### config.mk
export PLATFORM = sky130hd
export DESIGN_NAME = digit_entry_ctrl
export DESIGN_NICKNAME = d
export VERILOG_FILES = /design/src/rtl/calc_pkg.sv /design/src/rtl/digit_entry_ctrl_key_edge_det.sv /design/src/rtl/digit_entry_ctrl.sv
export SDC_FILE = /design/constraint.sdc
export NUM_CORES = 1
export LEC_CHECK = 0
export ABC_AREA = 1
export CAP_MARGIN = 15
export CORE_AREA = 2 2 64 66
export DETAILED_ROUTE_END_ITERATION = 16
export DIE_AREA = 0 0 66 68
export PLACE_DENSITY = 0.78
export SLEW_MARGIN = 25
export SYNTH_ARGS = -nofsm -noshare
export SYNTH_HDL_FRONTEND = slang
export SYNTH_HIERARCHICAL = 1
export SYNTH_SLANG_ARGS = --single-unit
### constraint.sdc
create_clock -name clk -period 2.6 [get_ports clk]
set_input_delay 0.52 -clock clk [delete_from_list [all_inputs] [get_ports clk]]
set_output_delay 0.52 -clock clk [all_outputs]
set_load 0.02 [all_outputs]
### src/rtl/calc_pkg.sv
// calc_pkg: shared types and constants for the calculator keypad/operand path.
package calc_pkg;
   localparam int DIGIT_W   = 4;
   localparam int DIGIT_MAX = 9;
   typedef enum logic [1:0] {IDLE, ENTRY, HOLD} state_t;
endpackage

### src/rtl/digit_entry_ctrl_key_edge_det.sv
// key_edge_det: registers one key level and emits a one-cycle press pulse on its rising edge.
// Optional input debouncer enabled by DIGIT_ENTRY_DEBOUNCE_EN.
module key_edge_det #(
   parameter int DEBOUNCE_CYCLES = 4
) (
   input  logic clk,
   input  logic rst,
   input  logic i_key,
   output logic o_press
);
   logic r_cur, r_prev, w_level;
   if (DEBOUNCE_CYCLES < 1) begin : g_chk
      $error("DEBOUNCE_CYCLES must be at least 1");
   end
`ifdef DIGIT_ENTRY_DEBOUNCE_EN
   localparam int CW = $clog2(DEBOUNCE_CYCLES + 1);
   logic [CW-1:0] r_cnt;
   logic          r_filt;
   // filtered level follows the raw level only after DEBOUNCE_CYCLES stable samples
   always_ff @(posedge clk or posedge rst)
      if (rst) begin
         r_cnt  <= '0;
         r_filt <= 1'b0;
      end else if (r_cur == r_filt) r_cnt <= '0;
      else if (r_cnt == CW'(DEBOUNCE_CYCLES - 1)) begin
         r_filt <= r_cur;
         r_cnt  <= '0;
      end else r_cnt <= r_cnt + 1'b1;
   assign w_level = r_filt;
`else
   assign w_level = r_cur;
`endif
   always_ff @(posedge clk or posedge rst)
      if (rst) begin
         r_cur  <= 1'b0;
         r_prev <= 1'b0;
      end else begin
         r_cur  <= i_key;
         r_prev <= w_level;
      end
   assign o_press = w_level & ~r_prev;
endmodule

### src/rtl/digit_entry_ctrl.sv
// digit_entry_ctrl: keypad decimal operand accumulator with valid/ready hand-off.
// Define DIGIT_ENTRY_DEBOUNCE_EN to debounce the key levels before edge detection.
module digit_entry_ctrl
   import calc_pkg::*;
#(
   parameter int MAX_DIGITS      = 4,
   parameter int VAL_W           = 14,
   parameter int DEBOUNCE_CYCLES = 4
) (
   input  logic                             clk,
   input  logic                             rst,
   input  logic [DIGIT_W-1:0]               key_digit,
   input  logic                             key_any,
   input  logic                             key_clr,
   input  logic                             key_enter,
   output logic [VAL_W-1:0]                 operand,
   output logic                             operand_valid,
   input  logic                             operand_ready,
   output logic [$clog2(MAX_DIGITS+1)-1:0]  digit_cnt,
   output logic                             err
);
   localparam int CW = $clog2(MAX_DIGITS + 1);
   if (10 ** MAX_DIGITS - 1 >= 2 ** VAL_W) begin : g_chk
      $error("VAL_W too narrow for MAX_DIGITS");
   end
   state_t             r_state;
   logic [VAL_W-1:0]   r_op;
   logic [CW-1:0]      r_cnt;
   logic               r_err;
   logic               w_dig_p, w_clr_p, w_ent_p, w_bad, w_full;
   logic [VAL_W-1:0]   w_next;
   key_edge_det #(.DEBOUNCE_CYCLES(DEBOUNCE_CYCLES)) u_any (.clk(clk), .rst(rst), .i_key(key_any),   .o_press(w_dig_p));
   key_edge_det #(.DEBOUNCE_CYCLES(DEBOUNCE_CYCLES)) u_clr (.clk(clk), .rst(rst), .i_key(key_clr),   .o_press(w_clr_p));
   key_edge_det #(.DEBOUNCE_CYCLES(DEBOUNCE_CYCLES)) u_ent (.clk(clk), .rst(rst), .i_key(key_enter), .o_press(w_ent_p));
   assign w_bad  = key_digit > DIGIT_W'(DIGIT_MAX);
   assign w_full = r_cnt == CW'(MAX_DIGITS);
   assign w_next = (r_op << 3) + (r_op << 1) + VAL_W'(key_digit);
   // priority clr > hold/transfer > enter > digit; enter also swallows a same-cycle digit
   always_ff @(posedge clk or posedge rst)
      if (rst) begin
         r_state <= IDLE;
         r_op    <= '0;
         r_cnt   <= '0;
         r_err   <= 1'b0;
      end else if (w_clr_p) begin
         r_state <= IDLE;
         r_op    <= '0;
         r_cnt   <= '0;
         r_err   <= 1'b0;
      end else if (r_state == HOLD) begin
         if (operand_ready) begin
            r_state <= IDLE;
            r_op    <= '0;
            r_cnt   <= '0;
         end
      end else if (w_ent_p) begin
         if (r_state == ENTRY) r_state <= HOLD;
      end else if (w_dig_p) begin
         if (w_bad || w_full) r_err <= 1'b1;
         else begin
            r_op    <= w_next;
            r_cnt   <= r_cnt + 1'b1;
            r_state <= ENTRY;
         end
      end
   assign operand       = r_op;
   assign operand_valid = r_state == HOLD;
   assign digit_cnt     = r_cnt;
   assign err           = r_err;
endmodule

# After elaboration in Yosys (flattened, before gate mapping)
# Index checks and enable logic that the tools add are counted.
[op_classes]
n_lt_le_gt_ge = 1
n_mux = 24
n_addsub = 3
eq_ne = 10
n_bitwise = 6
reduce_logical = 8
[op_table]
columns = ["cell", "n"]
rows = [
  ["14-bit two-way mux", 6],
  ["3-bit two-way mux", 6],
  ["14-bit adder", 1],
  ["14-bit by 4-bit adder with 14-bit output", 1],
  ["2-bit two-way mux", 7],
  ["4-bit AND reduction", 3],
  ["1-bit two-way mux", 5],
  ["4-bit > comparator (second input constant)", 1],
  ["4-bit by 2-bit != test with 1-bit output (second input constant)", 1],
  ["4-bit != test (second input constant)", 1],
  ["2-bit nonzero test", 2],
  ["4-bit nonzero test", 1],
  ["3-bit by 1-bit adder with 3-bit output (second input constant)", 1],
  ["1-bit bitwise AND", 3],
  ["3-bit == test (second input constant)", 1],
  ["3-bit by 1-bit != test with 1-bit output (second input constant)", 1],
  ["3-bit by 2-bit != test with 1-bit output (second input constant)", 1],
  ["3-bit != test (second input constant)", 1],
  ["1-bit inverter", 3],
  ["3-bit nonzero test", 1],
  ["2-bit by 1-bit == test with 1-bit output (second input constant)", 1],
  ["2-bit == test (second input constant)", 1],
  ["2-bit by 1-bit != test with 1-bit output (second input constant)", 1],
  ["2-bit != test (second input constant)", 1],
  ["1-bit logical OR", 1],
]
[totals]
reg_bits = 26
input_bits = 10
out_inout_bits = 19

# Logic depth before layout (Yosys ltp)
[depth]
word_depth = 7
mapped_depth = 13
ltp_nobuf = 13

# Modules after synthesis
# The synthesis kept the hierarchy.
[modules_own_cells]
columns = ["module", "n_inst", "area_per_inst_um2", "cells_each", "seq_area_each_um2"]
rows = [
  ["digit_entry_ctrl", 1, 1754.2, 233, 500.5],
  ["key_edge_det", 3, 63.8, 5, 50.0],
]

# Worst setup path before layout
# Ideal clock, no wire load.
[synth_timing]
path_kind = "input to register"
start = "input key_digit[3]"
end = "register r_op[10] (netlist: operand[10])"
cell_stages = 11
required_ns = 2.481
arrival_ns = 2.056
path_buffers = 0
slack_ns = 0.424
cell_sequence = "inv_1 fa_1 fa_1 inv_1 nand3_1 nand3_1 nand2_1 nand2_1 nand2_1 nand2_2 o21ai_2"
[synth_via]
elab_chain_len = 6
elab_cells_between_ends = 10
cone_classes = "add/sub: 1; order compare: 1; eq/ne: 1; mux: 5; reduce/logical: 2"
[synth_rtl]
columns = ["element", "line", "source"]
rows = [
  ["start: declaration", "digit_entry_ctrl.sv:12", "input logic [DIGIT_W-1:0] key_digit,"],
  ["14-bit by 4-bit adder with 14-bit output", "digit_entry_ctrl.sv:37", "assign w_next = (r_op << 3) + (r_op << 1) + VAL_W'(key_digit);"],
  ["14-bit two-way mux", "digit_entry_ctrl.sv:59", "if (w_bad || w_full) r_err <= 1'b1;"],
  ["14-bit two-way mux", "digit_entry_ctrl.sv:58", "end else if (w_dig_p) begin"],
  ["14-bit two-way mux", "digit_entry_ctrl.sv:56", "end else if (w_ent_p) begin"],
  ["14-bit two-way mux", "digit_entry_ctrl.sv:50", "end else if (r_state == HOLD) begin"],
  ["14-bit two-way mux", "digit_entry_ctrl.sv:45", "end else if (w_clr_p) begin"],
  ["end signal: assignment", "digit_entry_ctrl.sv:61", "r_op <= w_next;"],
  ["end: declaration", "digit_entry_ctrl.sv:27", "logic [VAL_W-1:0] r_op;"],
]
# Several ways; a longest one is shown, not always the timed one. The select of a mux whose other input is x is not followed.
# A chain may end at the register's enable or synchronous reset.

# Worst setup path after layout
[layout_timing]
start = "input key_digit[3]"
end = "register r_op[9] (netlist: operand[9])"
# Same word-level chain as after synthesis.

==> key figures <==
Critical path
  • Worst Path Max Fanout: 4
  • Crit path max-delay cell type: fa_1
  • Critical path class: primary input to register
  • Critical Path AT: 2590 ps
  • CP peak stage delay: between 500 and 600 ps
  • Critical path required time: about 2800 ps
  • Worst setup EP type: register
  • CP Cell Sequence: clkdlybuf4s50_1 > inv_1 > fa_1 > inv_1 > ha_1 > nand3_1 > nand3_2 > nand2_1 > nand3_1 > nand2_1 > nand2_2 > o21ai_2
  • Critical path startpoint category: primary input

Routing
  • Total number of vias: 1616
  • Highest routed layer: met4
  • DRT Wirelength: ~4000 um
  • DR iter-0 viols: 80
  • Detail Route met2 WL: 1970 um
  • Met1 WL: roughly 1800 um
  • First-pass DRT Iterations: 4
  • DRC: 0
  • Routed len/inst: between 10 and 15 um
  • Vias/cell: between 4 and 5
  • Post-DRT Antenna Nets: 0
  • Met3 wire length: between 150 and 200 um

Layout
  • Post-route insts no fill: between 300 and 400
  • # diodes: 0
  • Fillcell total: around 330
  • Core Util, Final: 0.614
  • # nets final: between 300 and 400
  • Synthesis-to-layout area growth: 21.7%
  • Finished Cell Area: roughly 2400 um^2
  • Most frequent cells in the layout: nand2_1 (75), inv_1 (41), clkdlybuf4s50_1 (28), dfrtp_1 (26), ha_1 (24)
  • Commonest non-fill, non-tap cell in the layout: nand2_1
  • Ratio of cells with drive above 1 in the final layout: 0.110

Global routing
  • Grt total ovfl: 0
  • GRT Total Usage: 0.205
  • Initial antenna violation count: 0
  • Vias in the first global route: 1652
  • First-pass GRT wire length: 7120 um
  • Largest net degree at the start of global routing: 21

Timing
  • Worst Tran Pin Value: approximately 750 ps
  • Tcrit/Tclk final: 0.917
  • RSZ-0062 raised after global routing: no
  • Setup TNS: 0 ps
  • Worst Skew: 2.42 ps
  • Setup violators final: 0
  • Setup ws final: roughly 220 ps
  • Max-slew headroom: 0.500
  • Fin. max-slew vios: 0
  • Final Hold Fails: 0
  • Hold slack final: roughly 400 ps
  • Peak Freq: 420 MHz
  • Min Tclk post-route: around 2400 ps

Synthesis
  • Seq/Total Area, Yosys: 0.334
  • Xor-xnor portion of the synthesized cell area: 0.0180
  • Post-synth cell types: 29
  • YS warnings: 6
  • Syn Nets: roughly 280
  • Largest area contributor in the netlist: dfrtp_1
  • Largest cells by area after synthesis: dfrtp_1 (33%), ha_1 (15%), nand2_1 (14%)
  • Synth Area in Compound Gates: 0.0823
  • FF+latch count, synth: 26
  • Synthesized instance count: 248
  • Synth top area share: 0.334
  • Simple-gate share of the synthesized area: 0.296
  • Post-synthesis mux area share: 0
  • Post-Synth Adder-Cell Area: 0.175
  • Syn_area_per_cell: roughly 8 um^2
  • Mapped Area: about 1900 um^2
  • Largest family of logic cells by synthesized area: simple AND/OR/NAND/NOR gates

Power and ir drop
  • Areal power density over the cells: between 500 and 600 nW/um^2
  • Clock share of power: 0.263
  • Combinational share of power: 0.366
  • Maximum VDD drop: 0.458 mV
  • Switch share: 0.350
  • Net Sw Power: 452 uW
  • Internal: roughly 840 uW
  • P_leak: about 1.3 nW
  • Final Power: roughly 1.3 mW
  • Sequential Power Share: 0.371

Placed design
  • GP Congestion: slightly below 0.9
  • Port bufs: 28
  • DP Area: 2280 um^2
  • Placed insts: about 330
  • Pre-CTS WS: -182 ps
  • HPWL after detailed placement: 3160 um

Clock network
  • TritonCTS clock tree: built
  • Clk_lat worst skew: roughly 270 ps
  • Clock sinks: 26
  • Num CTS Buffers: 3
  • Clock transition at path regs: ~90 ps
  • H-tree Lvls: 1
  • Clk root buf: clkbuf_8
  • Clock Tree Buf Depth: 2

Floorplan
  • Initial Util: 0.505
  • Die ar.: 4490 um^2
  • Rows: 23
  • Core box area: 3860 um^2
  • Die Ht: roughly 70 um
  • Die width: 66 um
  • Top-Level Pins: 29

Min path
  • Hold WC Path Type: register to register

Flow run
  • # Max-Cap Violations: 0

Run status
  • Status: finished, final reports clean
==> synth_stat cells, drive strengths merged <==
master  instances
a21boi          2
a21oi           6
a22o            4
buf             2
dfrtp          26
fa              2
ha             24
inv            42
nand2          81
nand3          17
nand3b          1
nand4           3
nor2           21
nor3            1
o21ai          12
xnor2           3
xor2            1
==> flip-flops by register name, indices dropped and copies added (netlist names) <==
signal,flops
digit_cnt,3
err,1
operand,14
r_state,2
u_any/r_cur,1
u_any/r_prev,1
u_clr/r_cur,1
u_clr/r_prev,1
u_ent/r_cur,1
u_ent/r_prev,1
==> final cells by class <==
class,instances,area (um^2),share of cell area
sequential,26,651,0.275
clock buffer,3,41.3,0.0174
inverter,42,158,0.0666
multi-input combinational,178,1120,0.474
tap,50,62.6,0.0264
clock inverter,1,30.0,0.0127
timing repair buffer,31,303,0.128
==> critical path: cells and delay by family <==
family,cells,cell delay (ps)
simple gates,6,520
buf+inv,3,580
fa+ha+maj,2,850
compound gates,1,110
==> logic make-up (layout without fill, tap and decap cells) <==
group / after synthesis / after routing
flops: 26 / 26
simple gates: 124 / 124
xor+xnor: 4 / 4
fa+ha+maj: 26 / 26
buf+inv: 44 / 77
compound gates: 24 / 24
==> power groups by stage <==
stage               registers [mW]  logic [mW]  clock network (mW)
floorplan                    0.506       0.315                   0
finish                       0.479       0.472               0.338
global route                 0.484       0.525               0.359
CTS                          0.479       0.475               0.338
detailed placement           0.486       0.470                   0
global placement             0.486       0.464                   0
==> repair_timing <==
item	CTS	global route
setup endpoints to repair	0	4
resized for setup	0	3
setup buffers	0	0
hold buffers	0	0
==> metal layers <==
| metal | track usage | up-vias |
|---|---|---|
| met5 | 0 | - |
| li1 | - | 847 |
| met1 | 0.270 | 721 |
| met4 | 0.0408 | 0 |
| met2 | 0.364 | 44 |
| met3 | 0.0296 | 4 |
==> worst paths after layout <==
kind / from / to / slack [ps] / depth (start not counted)
min in group asynchronous: rst / u_any/r_prev$_DFF_PP0_ / 470 / 2
max reg2reg: operand[2]$_DFFE_PP0P_ / operand[9]$_DFFE_PP0P_ / 440 / 11
max in group asynchronous: rst / digit_cnt[0]$_DFFE_PP0P_ / 1370 / 2
min: u_ent/r_cur$_DFF_PP0_ / u_ent/r_prev$_DFF_PP0_ / 390 / 0
min reg2reg: u_ent/r_cur$_DFF_PP0_ / u_ent/r_prev$_DFF_PP0_ / 390 / 0
max: key_digit[3] / operand[9]$_DFFE_PP0P_ / 220 / 12
Note: power is estimated with default switching activity, not from simulation.
